$ cat src/rtl/vram_arbiter.sv
// vram_arbiter: single-port VRAM arbiter. Scanout reads take absolute priority; two sprite
// writers share spare slots round-robin, gated by a vblank-driven frame-phase FSM.
// Optional macro VRAM_ARB_STATS_EN adds the per-frame write counter output wr_count.

module vram_arbiter #(
  parameter int unsigned ADDR_W       = 17,
  parameter int unsigned DATA_W       = 8,
  parameter int unsigned WR_IN_ACTIVE = 1
) (
  input  logic              clk,
  input  logic              reset,
  input  logic              vblank,
  input  logic              scan_req,
  input  logic [ADDR_W-1:0] scan_addr,
  output logic [DATA_W-1:0] scan_rdata,
  output logic              scan_valid,
  input  logic              w0_req,
  input  logic [ADDR_W-1:0] w0_addr,
  input  logic [DATA_W-1:0] w0_data,
  output logic              w0_ack,
  input  logic              w1_req,
  input  logic [ADDR_W-1:0] w1_addr,
  input  logic [DATA_W-1:0] w1_data,
  output logic              w1_ack,
  output logic [ADDR_W-1:0] mem_addr,
  output logic              mem_we,
  output logic [DATA_W-1:0] mem_wdata,
  input  logic [DATA_W-1:0] mem_rdata,
  output logic [1:0]        phase
`ifdef VRAM_ARB_STATS_EN
  ,
  output logic [15:0]       wr_count
`endif
);

  typedef enum logic [1:0] {
    PH_WAIT   = 2'd0,
    PH_ACTIVE = 2'd1,
    PH_VBLANK = 2'd2
  } phase_e;

  localparam bit WrActEn = (WR_IN_ACTIVE != 0);

  phase_e            phase_q, phase_d;
  logic              vblank_q;
  logic              vblank_rise_s, vblank_fall_s;
  logic              wr_elig_s;
  logic              req0_s, req1_s;
  logic              gnt0_s, gnt1_s;
  logic              rr_q, rr_d;
  logic [ADDR_W-1:0] mem_addr_q, mem_addr_d;
  logic [DATA_W-1:0] mem_wdata_q, mem_wdata_d;
  logic              mem_we_q, mem_we_d;
  logic              w0_ack_q, w1_ack_q;
  logic              rd_slot_q, scan_valid_q;

  assign vblank_rise_s = vblank & ~vblank_q;
  assign vblank_fall_s = ~vblank & vblank_q;

  // Frame-phase state register
  always_ff @(posedge clk or negedge reset) begin
    if (!reset) begin
      phase_q <= PH_WAIT;
    end else begin
      phase_q <= phase_d;
    end
  end

  // Frame-phase next state; WAIT only leaves on the first vblank so no frame is torn
  always_comb begin
    phase_d = phase_q;
    case (phase_q)
      PH_WAIT: begin
        if (vblank_rise_s) phase_d = PH_VBLANK;
        else               phase_d = PH_WAIT;
      end
      PH_ACTIVE: begin
        if (vblank_rise_s) phase_d = PH_VBLANK;
        else               phase_d = PH_ACTIVE;
      end
      PH_VBLANK: begin
        if (vblank_fall_s) phase_d = PH_ACTIVE;
        else               phase_d = PH_VBLANK;
      end
      default: phase_d = PH_WAIT;
    endcase
  end

  // Writer eligibility decoded from the current phase
  always_comb begin
    wr_elig_s = 1'b0;
    case (phase_q)
      PH_VBLANK: wr_elig_s = 1'b1;
      PH_ACTIVE: wr_elig_s = WrActEn;
      PH_WAIT:   wr_elig_s = 1'b0;
      default:   wr_elig_s = 1'b0;
    endcase
  end

  // A writer being acked this cycle is masked so the same request is never granted twice
  assign req0_s = w0_req & ~w0_ack_q;
  assign req1_s = w1_req & ~w1_ack_q;

  // Write grant: scan always wins, otherwise round-robin between the writers
  always_comb begin
    gnt0_s = 1'b0;
    gnt1_s = 1'b0;
    if (!scan_req && wr_elig_s) begin
      if (req0_s && req1_s) begin
        gnt0_s = ~rr_q;
        gnt1_s = rr_q;
      end else begin
        gnt0_s = req0_s;
        gnt1_s = req1_s;
      end
    end else begin
      gnt0_s = 1'b0;
      gnt1_s = 1'b0;
    end
  end

  // Slot payload and round-robin pointer for the next edge
  always_comb begin
    mem_addr_d  = mem_addr_q;
    mem_wdata_d = mem_wdata_q;
    mem_we_d    = 1'b0;
    rr_d        = rr_q;
    if (scan_req) begin
      mem_addr_d = scan_addr;
    end else if (gnt0_s) begin
      mem_addr_d  = w0_addr;
      mem_wdata_d = w0_data;
      mem_we_d    = 1'b1;
      rr_d        = 1'b1;
    end else if (gnt1_s) begin
      mem_addr_d  = w1_addr;
      mem_wdata_d = w1_data;
      mem_we_d    = 1'b1;
      rr_d        = 1'b0;
    end else begin
      mem_we_d = 1'b0;
    end
  end

  // Slot registers; reset drops any in-flight slot together with its ack/valid
  always_ff @(posedge clk or negedge reset) begin
    if (!reset) begin
      vblank_q     <= 1'b0;
      rr_q         <= 1'b0;
      mem_addr_q   <= {ADDR_W{1'b0}};
      mem_wdata_q  <= {DATA_W{1'b0}};
      mem_we_q     <= 1'b0;
      w0_ack_q     <= 1'b0;
      w1_ack_q     <= 1'b0;
      rd_slot_q    <= 1'b0;
      scan_valid_q <= 1'b0;
    end else begin
      vblank_q     <= vblank;
      rr_q         <= rr_d;
      mem_addr_q   <= mem_addr_d;
      mem_wdata_q  <= mem_wdata_d;
      mem_we_q     <= mem_we_d;
      w0_ack_q     <= gnt0_s;
      w1_ack_q     <= gnt1_s;
      rd_slot_q    <= scan_req;
      scan_valid_q <= rd_slot_q;
    end
  end

  // RAM data arrives one cycle after the address, aligned with scan_valid
  assign scan_rdata = scan_valid_q ? mem_rdata : {DATA_W{1'b0}};
  assign scan_valid = scan_valid_q;
  assign w0_ack     = w0_ack_q;
  assign w1_ack     = w1_ack_q;
  assign mem_addr   = mem_addr_q;
  assign mem_we     = mem_we_q;
  assign mem_wdata  = mem_wdata_q;
  assign phase      = phase_q;

`ifdef VRAM_ARB_STATS_EN
  logic        grant_s;
  logic [15:0] wr_cnt_q, wr_cnt_d;
  logic [15:0] wr_count_q, wr_count_d;

  assign grant_s = gnt0_s | gnt1_s;

  // Saturating per-frame write counter, snapshotted and restarted on vblank fall
  always_comb begin
    wr_cnt_d   = wr_cnt_q;
    wr_count_d = wr_count_q;
    if (vblank_fall_s) begin
      wr_count_d = wr_cnt_q;
      wr_cnt_d   = grant_s ? 16'd1 : 16'd0;
    end else if (grant_s && (wr_cnt_q != 16'hFFFF)) begin
      wr_cnt_d = wr_cnt_q + 16'd1;
    end else begin
      wr_cnt_d = wr_cnt_q;
    end
  end

  // Statistics registers
  always_ff @(posedge clk or negedge reset) begin
    if (!reset) begin
      wr_cnt_q   <= 16'd0;
      wr_count_q <= 16'd0;
    end else begin
      wr_cnt_q   <= wr_cnt_d;
      wr_count_q <= wr_count_d;
    end
  end

  assign wr_count = wr_count_q;
`endif

endmodule

$ cat config.mk
export PLATFORM = sky130hd
export DESIGN_NAME = vram_arbiter
export DESIGN_NICKNAME = d
export VERILOG_FILES = /design/src/rtl/vram_arbiter.sv
export SDC_FILE = /design/constraint.sdc
export NUM_CORES = 1
export LEC_CHECK = 0
export ABC_AREA = 1
export CORE_MARGIN = 2
export CORE_UTILIZATION = 30
export DETAILED_ROUTE_END_ITERATION = 8
export PLACE_DENSITY = 0.75
export SYNTH_ARGS = -nofsm -noshare
export SYNTH_HDL_FRONTEND = slang
export SYNTH_SLANG_ARGS = --single-unit
export TNS_END_PERCENT = 100
$ cat constraint.sdc
create_clock -name clk -period 4.8 [get_ports clk]
set_clock_uncertainty 0.2 [all_clocks]
set_input_delay 0.96 -clock clk [delete_from_list [all_inputs] [get_ports clk]]
set_output_delay 0.96 -clock clk [all_outputs]
set_load 0.1 [all_outputs]
* Word-level counts from Yosys, hierarchy flattened
Cells that the tools add are included.
** Cells by class
- Bitwise gates (word level) :: 10
- Multipliers :: 0
- Divide/modulo/power cells :: 0
- Reduce and logical (&&, ||, !) cells :: 8
- Equality and inequality tests :: 2
- Order comparisons :: 0
- Add/subtract/negate cells :: 0
- Muxes and demuxes :: 20
- Shifts and indexed selects :: 0
** Operators with widths (number)
- two-way mux 17 bit :: 3
- two-way mux 8 bit :: 3
- two-way mux 1 bit :: 10
- two-way mux 2 bit :: 3
- NOT 1 bit :: 6
- one-hot mux 2 bit (3 select lines) :: 1
- AND 1 bit :: 4
- nonzero test 3 bit :: 1
- equality test 2 x 1 -> 1 bit, second input constant :: 1
- equality test 2 bit, second input constant :: 1
- logical AND 1 bit :: 2
- zero test 2 bit :: 1
- AND reduction 2 bit :: 1
- nonzero test 2 bit :: 1
- OR reduction 2 bit :: 1
- zero test 1 bit :: 1
** Storage, ports and cells
- Register bits after elaboration :: 34
- ROM bits :: 0
- Output and inout bits :: 39
- Bits in writable memories :: 0
- Logic and storage cells :: 50
- Memories kept :: 0
- Input port bits :: 81
- Latch bits :: 0

* Logic depth before layout (Yosys ltp)
Gate-level depths: netlist of the first run.
- Depth after elaboration :: 8
- Mapped depth :: 11
- Gate-level depth less buffers :: 10

* Worst setup path before layout of the first run
OpenSTA, ideal clock, no wires.
- Kind :: reg2out
- Start :: reg scan_valid_q, in the netlist scan_valid
- End :: out scan_rdata[0]
- Arrival time :: 1.855 ns
- Stages on the path, launching flop included :: 4
- Path buffers :: 1
- Data required time :: 3.640 ns
- Path slack :: 1.785 ns
- Cells stage by stage :: dfrtp_1 clkbuf_1 nand2_1 inv_1
** On the way
- Cells in the longest elaborated chain, start to end :: 1
** Ends and longest elaborated chain
- from (decl) :: line 55 : logic rd_slot_q, scan_valid_q;
- from (signal assigned) :: line 166 : scan_valid_q <= rd_slot_q;
- two-way mux 8 bit :: line 171 : assign scan_rdata = scan_valid_q ? mem_rdata : {DATA_W{1'b0}};
- to (decl) :: line 15 : output logic [DATA_W-1:0] scan_rdata,
No other way between the ends.

* Final worst setup path of the first run
- Start :: reg scan_valid_q, in the netlist scan_valid
- End :: out scan_valid
** RTL lines
- to (decl) :: line 16 : output logic scan_valid,
No word-level cell between the ends.

==> results of run 1 <==
synthesized netlist by cell type:
master | count | area, um2
sky130_fd_sc_hd__a21oi_1 | 3 | 15.0
sky130_fd_sc_hd__buf_2 | 7 | 35.0
sky130_fd_sc_hd__buf_4 | 2 | 15.0
sky130_fd_sc_hd__clkbuf_1 | 2 | 7.51
sky130_fd_sc_hd__clkinv_1 | 11 | 41.3
sky130_fd_sc_hd__dfrtp_1 | 34 | 851
sky130_fd_sc_hd__ha_1 | 4 | 50.1
sky130_fd_sc_hd__inv_1 | 24 | 90.1
sky130_fd_sc_hd__inv_2 | 2 | 7.51
sky130_fd_sc_hd__nand2_1 | 106 | 398
sky130_fd_sc_hd__nand2_2 | 1 | 6.26
sky130_fd_sc_hd__nand2_4 | 1 | 11.3
sky130_fd_sc_hd__nand3_1 | 59 | 295
sky130_fd_sc_hd__nand3_2 | 2 | 20.0
sky130_fd_sc_hd__nand3_4 | 1 | 17.5
sky130_fd_sc_hd__nor2_1 | 2 | 7.51
sky130_fd_sc_hd__nor2_4 | 3 | 33.8
sky130_fd_sc_hd__o21ai_0 | 3 | 15.0
sky130_fd_sc_hd__or2_0 | 3 | 18.8
sky130_fd_sc_hd__or2_2 | 14 | 87.6
power groups by stage:
stage | Clock, mW | Sequential (mW) | Combinational, mW
6_report | 0.268 | 0.456 | 1.34
3_3_place_gp | 0 | 0.458 | 1.33
5_1_grt | 0.287 | 0.469 | 1.41
4_1_cts | 0.275 | 0.457 | 1.35
3_5_place_dp | 0 | 0.457 | 1.35
2_1_floorplan | 0 | 1.15 | 0.305
metrics by stage:
stage / total power [mW] / cells / worst slack, ps / hold WS (ps)
after global placement: 1.79 / 469 / 1560 / 134
after CTS: 2.08 / 477 / 1680 / 155
after floorplan: 1.46 / 284 / 1790 / 131
after global routing: 2.17 / 477 / 1510 / 162
after detailed placement: 1.81 / 469 / 1440 / 138
final: 2.07 / 477 / 1710 / 156
kinds of logic (layout without fill, tap and decap cells):
family / count (synthesis) / after routing / share of synthesized area
fa+ha+maj: 4 / 4 / 0.0247
simple gates: 192 / 192 / 0.443
compound gates: 6 / 6 / 0.0148
buf+inv: 48 / 164 / 0.0971
flops: 34 / 34 / 0.421
layout make-up:
class                   count  area (um2)
inverters                  37         139
well taps                  77        96.3
multi-input cells         202         976
fillers                   610        3080
repair buffers            119        1170
flip-flops and latches     34         851
clock buffers               5        68.8
clock inverters             3        45.0
flip-flops by register name, indices dropped and copies added (netlist names):
signal      flops
mem_wdata       8
mem_we          1
mem_addr       17
rr_q            1
vblank_q        1
rd_slot_q       1
w1_ack          1
scan_valid      1
phase           2
w0_ack          1
per-layer routing:
metal	wire length, um	vias to the layer above	track usage
met5	0	-	0
met1	2680	988	0.220
met3	537	4	0.0472
met2	2940	106	0.283
met4	44	0	0.0433
li1	-	1109	-
path summary, 6_finish.rpt:
kind | endpoint | startpoint | depth (start not counted) | slack (ps)
worst max-delay path | scan_valid | scan_valid | 1 | 1710
worst min-delay path | scan_valid | rd_slot_q | 0 | 160
worst max register to register | mem_addr[2] | phase[0] | 9 | 2380
worst min register to register | scan_valid | rd_slot_q | 0 | 160
max in group asynchronous | mem_addr[7] | reset | 1 | 3380
min in group asynchronous | mem_wdata[7] | reset | 1 | 540
==> impl_results.md, run 1 <==
* Via count of the first global-routing pass at 2150
* Net Switching at 1.19 mW
* Distinct cells, synth at 20
* Inserted Clock Buffers at 5
* Worst-path clk slew at 70 ps
* Switch share at 0.578
* Number of antenna violations at the first check in global routing at 0
* Internal power at 0.871 mW
* Slew of the pin with the lowest slew margin at 991 ps
* Slowest cell delay on critical path at 1180 ps
* Post-Synthesis Net Count at 369
* Critical Path AT at 1930 ps
* Maximum root-to-sink buffer count at 2
* Slowest library cell on the worst path: sky130_fd_sc_hd__clkdlybuf4s50_1
* Count of yosys warnings during synthesis at 0
* Count of boundary I/O pins at 120
* Htree depth at 2
* Post-synthesis sequential area ratio at 0.421
* Power Dens Cells at 618 mW/mm2
* Growth of design area from synthesis to finish at 65.2%
* Share of post-route cells with drive strength above 1 at 0.103
* Core footprint at 0.00642 mm2
* Number of buffers added for setup after CTS at 0
* Vias per inst at 4.63
* Antenna Cells at 0
* GR Util All Layers at 0.171
* Effective utilization at floorplan at 0.315
* Pin count of the biggest net entering global routing at 37
* Setup repair after global routing missed its margin: false
* Final standard cell area without fillers at 0.00334 mm2
* Final-report setup violation count at 0
* Global-route wire length before repair at 10100 um
* Cell family with the largest share of critical-path delay: buffers and inverters
* Finished Core Util at 0.520
* Worst rel slew slack at 0.337
* Final weighted congestion of routability-driven global placement at 0.749
* Shortest period the worst path allows at 3090 ps
* Final HPWL DP at 4540 um
* Overall routed net length at 6210 um
* Clock root cell: sky130_fd_sc_hd__clkbuf_8
* Post-detailed-route wirelength per cell at 13.0 um
* Final ANT Viol Nets at 0
* Total congestion overflow after global routing at 0
* Overall die area at 0.00742 mm2
* Achievable Freq at 323 MHz
* Power share of the combinational group at 0.649
* Routed vias at 2207
* Crit share post-route at 0.644
* Netlist Area Pre-Place at 0.00202 mm2
* Max-slew violation count at 0
* Drt initial violations at 73
* Clock network latency to the later pin of the worst-skew pair at 290 ps
* Maximum ir drop on the vdd rail at 497 uV
* Number of sinks handled by clock tree synthesis at 34
* Endpoint class of the critical path: output pin
* Most used cells in the layout excluding fill and tap cells: sky130_fd_sc_hd__clkdlybuf4s50_1 (110), sky130_fd_sc_hd__nand2_1 (106), sky130_fd_sc_hd__nand3_1 (59)
* Post-CTS Hold Buffers at 0
* Final number of hold-violating endpoints at 0
* Chip Height at 86.1 um
* Power share of the clock group at 0.130
* Count of instances resized after the clock tree is built at 0
* Crit start category: flop
* CTS tree: built
* Number of buffers added on ports at 119
* Final #Nets at 484
* Critical Path, Cell by Cell: clkdlybuf4s50_1
* Number of max-capacitance violations reported at 0
* Portion of total power attributed to sequential cells at 0.221
* DRC violations left at 0
* Average footprint of a synthesized cell at 7.12 um2
* Hold/Removal Path Class: reg2reg
* Placed standard-cell area at 0.00323 mm2
* Floorplan row count at 29
* Number of search-and-repair iterations in the first detailed-routing pass at 4
* Most common cell after layout, fill and taps aside: sky130_fd_sc_hd__clkdlybuf4s50_1
* Setup CP Type: reg2out
* WP buf/inv at 1
* CP required at 3640 ps
* Post-Synthesis Cells at 284
* CP Max Fanout at 9
* Yosys reg bits at 34
* X dimension of the die at 86.1 um
* Run status: finished, final reports clean
* Total negative slack for setup checks at 0 ps
* Leak at 1.63 nW
Power figures use the tool's default switching activity.
==> run 2: changes to the inputs <==
Clock period 4.8 ns to 2.87 ns, I/O delays scaled along.
==> impl_results.md, run 2 (synthesized netlist as in run 1, its figures left out) <==
* Count of boundary I/O pins at 120 (unchanged)
* Final number of hold-violating endpoints at 0 (unchanged)
* Most common cell after layout, fill and taps aside: sky130_fd_sc_hd__nand2_1
* Core footprint at 0.00642 mm2 (unchanged)
* Net Switching at 1.98 mW (+66%)
* Run status: finished, final reports clean
* Number of buffers added for setup after CTS at 0 (unchanged)
* Hold/Removal Path Class: in2async
* Drt initial violations at 79 (+8.2%)
* Endpoint class of the critical path: output pin
* Power Dens Cells at 1000 mW/mm2 (+62%)
* Final weighted congestion of routability-driven global placement at 0.746 (-0.41%)
* Slowest cell delay on critical path at 480 ps (-700 ps)
* Worst-path clk slew at 70 ps (about the same)
* Critical path startpoint: mem_rdata[0]
* X dimension of the die at 86.1 um (unchanged)
* Power share of the clock group at 0.125 (-0.005)
* Max-slew violation count at 0 (unchanged)
* Flip-flop count of the largest register, all copies and words added at 17 (unchanged)
* Internal power at 1.43 mW (+64%)
* Effective utilization at floorplan at 0.315 (unchanged)
* Power share of the combinational group at 0.652 (+0.003)
* Portion of total power attributed to sequential cells at 0.223 (+0.002)
* Post-CTS Hold Buffers at 0 (unchanged)
* Most used cells in the layout excluding fill and tap cells: sky130_fd_sc_hd__nand2_1 (106), sky130_fd_sc_hd__clkdlybuf4s50_1 (79), sky130_fd_sc_hd__nand3_1 (59)
* Global-route wire length before repair at 9600 um (-5.0%)
* Post-detailed-route wirelength per cell at 12.4 um (-5.0%)
* Setup slack of the most critical reg-to-reg path at 760 ps (-1620 ps)
* Clock root cell: sky130_fd_sc_hd__clkbuf_8
* Routed vias at 2211 (+0.18%)
* Total negative slack for setup checks at 0 ps (unchanged)
* Crit share post-route at 0.753
* Worst r2r src: phase[0]
* Growth of design area from synthesis to finish at 68.2%
* GR Util All Layers at 0.162 (-0.00820)
* Slowest library cell on the worst path: sky130_fd_sc_hd__clkdlybuf4s50_1
* Worst rel slew slack at 0.493 (+0.156)
* Number of buffers added on ports at 119 (unchanged)
* Pin count of the biggest net entering global routing at 35 (-5.4%)
* Leak at 1.72 nW (+5.9%)
* Final-report setup violation count at 0 (unchanged)
* Final #Nets at 488 (+0.83%)
* DRC violations left at 0 (unchanged)
* Share of post-route cells with drive strength above 1 at 0.188 (+0.0856)
* Htree depth at 2 (unchanged)
* Maximum ir drop on the vdd rail at 639 uV (+29%)
* Number of filler instances in the final layout at 590 (-3.3%)
* Crit start category: input pin
* Shortest period the worst path allows at 2160 ps
* Setup CP Type: in2out
* Vias per inst at 4.60 (-0.65%)
* Setup repair after global routing missed its margin: false
* Total congestion overflow after global routing at 0 (unchanged)
* Number of antenna violations at the first check in global routing at 0 (unchanged)
* Slew of the pin with the lowest slew margin at 761 ps (-230 ps)
* Clock network latency to the later pin of the worst-skew pair at 280 ps (about the same)
* CTS tree: built
* Inserted Clock Buffers at 5 (unchanged)
* Achievable Freq at 463 MHz
* Antenna Cells at 0 (unchanged)
* Cell family with the largest share of critical-path delay: buffers and inverters
* Count of instances resized after the clock tree is built at 0 (unchanged)
* Floorplan row count at 29 (unchanged)
* Critical Path AT at 1390 ps (-540 ps)
* Critical Path, Cell by Cell: clkdlybuf4s50_1 > nand2_1 > inv_1 > buf_12
* Post-layout total power at 3.41 mW (+65%)
* Final HPWL DP at 4500 um (-0.77%)
* Via count of the first global-routing pass at 2169 (+0.88%)
* CP Max Fanout at 1 (-8)
* Maximum root-to-sink buffer count at 2 (unchanged)
* Overall routed net length at 5950 um (-4.2%)
* Switch share at 0.581 (+0.00250)
* Number of sinks handled by clock tree synthesis at 34 (unchanged)
* CP required at 2100 ps (-1540 ps)
* Number of search-and-repair iterations in the first detailed-routing pass at 4 (unchanged)
* Number of max-capacitance violations reported at 0 (unchanged)
* Chip Height at 86.1 um (unchanged)
* Overall die area at 0.00742 mm2 (unchanged)
* Final ANT Viol Nets at 0 (unchanged)
* WP buf/inv at 3 (+2)
run 2: cell count changes in the layout (fill, tap and decap cells not counted):
cell,before,now
sky130_fd_sc_hd__clkinvlp_4,2,0
sky130_fd_sc_hd__buf_12,0,9
sky130_fd_sc_hd__buf_4,8,34
sky130_fd_sc_hd__clkdlybuf4s50_1,110,79
sky130_fd_sc_hd__clkinv_2,0,2
run 2: worst paths after layout:
kind	depth (start not counted)	end
setup / recovery	4	scan_rdata[0]
max in group asynchronous	1	mem_addr[1]
min in group clk	0	scan_valid
setup reg to reg	9	mem_addr[5]
hold reg to reg	0	scan_valid
hold / removal	1	mem_wdata[3]
run 2: layout make-up:
| cell class | count | area, um2 | area share |
|---|---|---|---|
| clock buffers | 5 | 68.8 | 0.0202 |
| clock inverters | 3 | 40.0 | 0.0118 |
| inverters | 37 | 139 | 0.0408 |
| multi-input cells | 202 | 976 | 0.287 |
| flip-flops and latches | 34 | 851 | 0.250 |
| well taps | 77 | 96.3 | 0.0283 |
| repair buffers | 123 | 1230 | 0.362 |
run 2: layer usage:
layer  wire length, um  track usage  vias to the layer above
li1                  -            -                     1122
met1              2520        0.192                     1000
met2              2930        0.290                       87
met3               480       0.0395                        2
met4                19       0.0476                        0
met5                 0            0                        -
run 2: per-stage QoR:
stage                     setup WS, ps  area, um2  utilization  hold WS (ps)  cells
after floorplan                    241       2020            -          78.4    284
after global placement             485       3290        0.513           133    473
after detailed placement           455       3290        0.513           143    473
after CTS                          698       3400        0.530           160    481
after global routing               544       3400        0.530           171    481
final                              708       3400        0.530           157    481
run 2: power groups by stage:
stage / clock (mW) / sequential, mW / combinational (mW)
2_1_floorplan: 0 / 1.93 / 0.511
3_3_place_gp: 0 / 0.767 / 2.22
3_5_place_dp: 0 / 0.763 / 2.24
4_1_cts: 0.445 / 0.761 / 2.24
5_1_grt: 0.462 / 0.782 / 2.34
6_report: 0.428 / 0.760 / 2.22
run 2: worst register-to-register path, delay by kind of cell (launching register included):
kind	cells	cell delay [ps]
simple gates	5	600
buf+inv	3	540
flops	1	410
fa+ha+maj	1	310
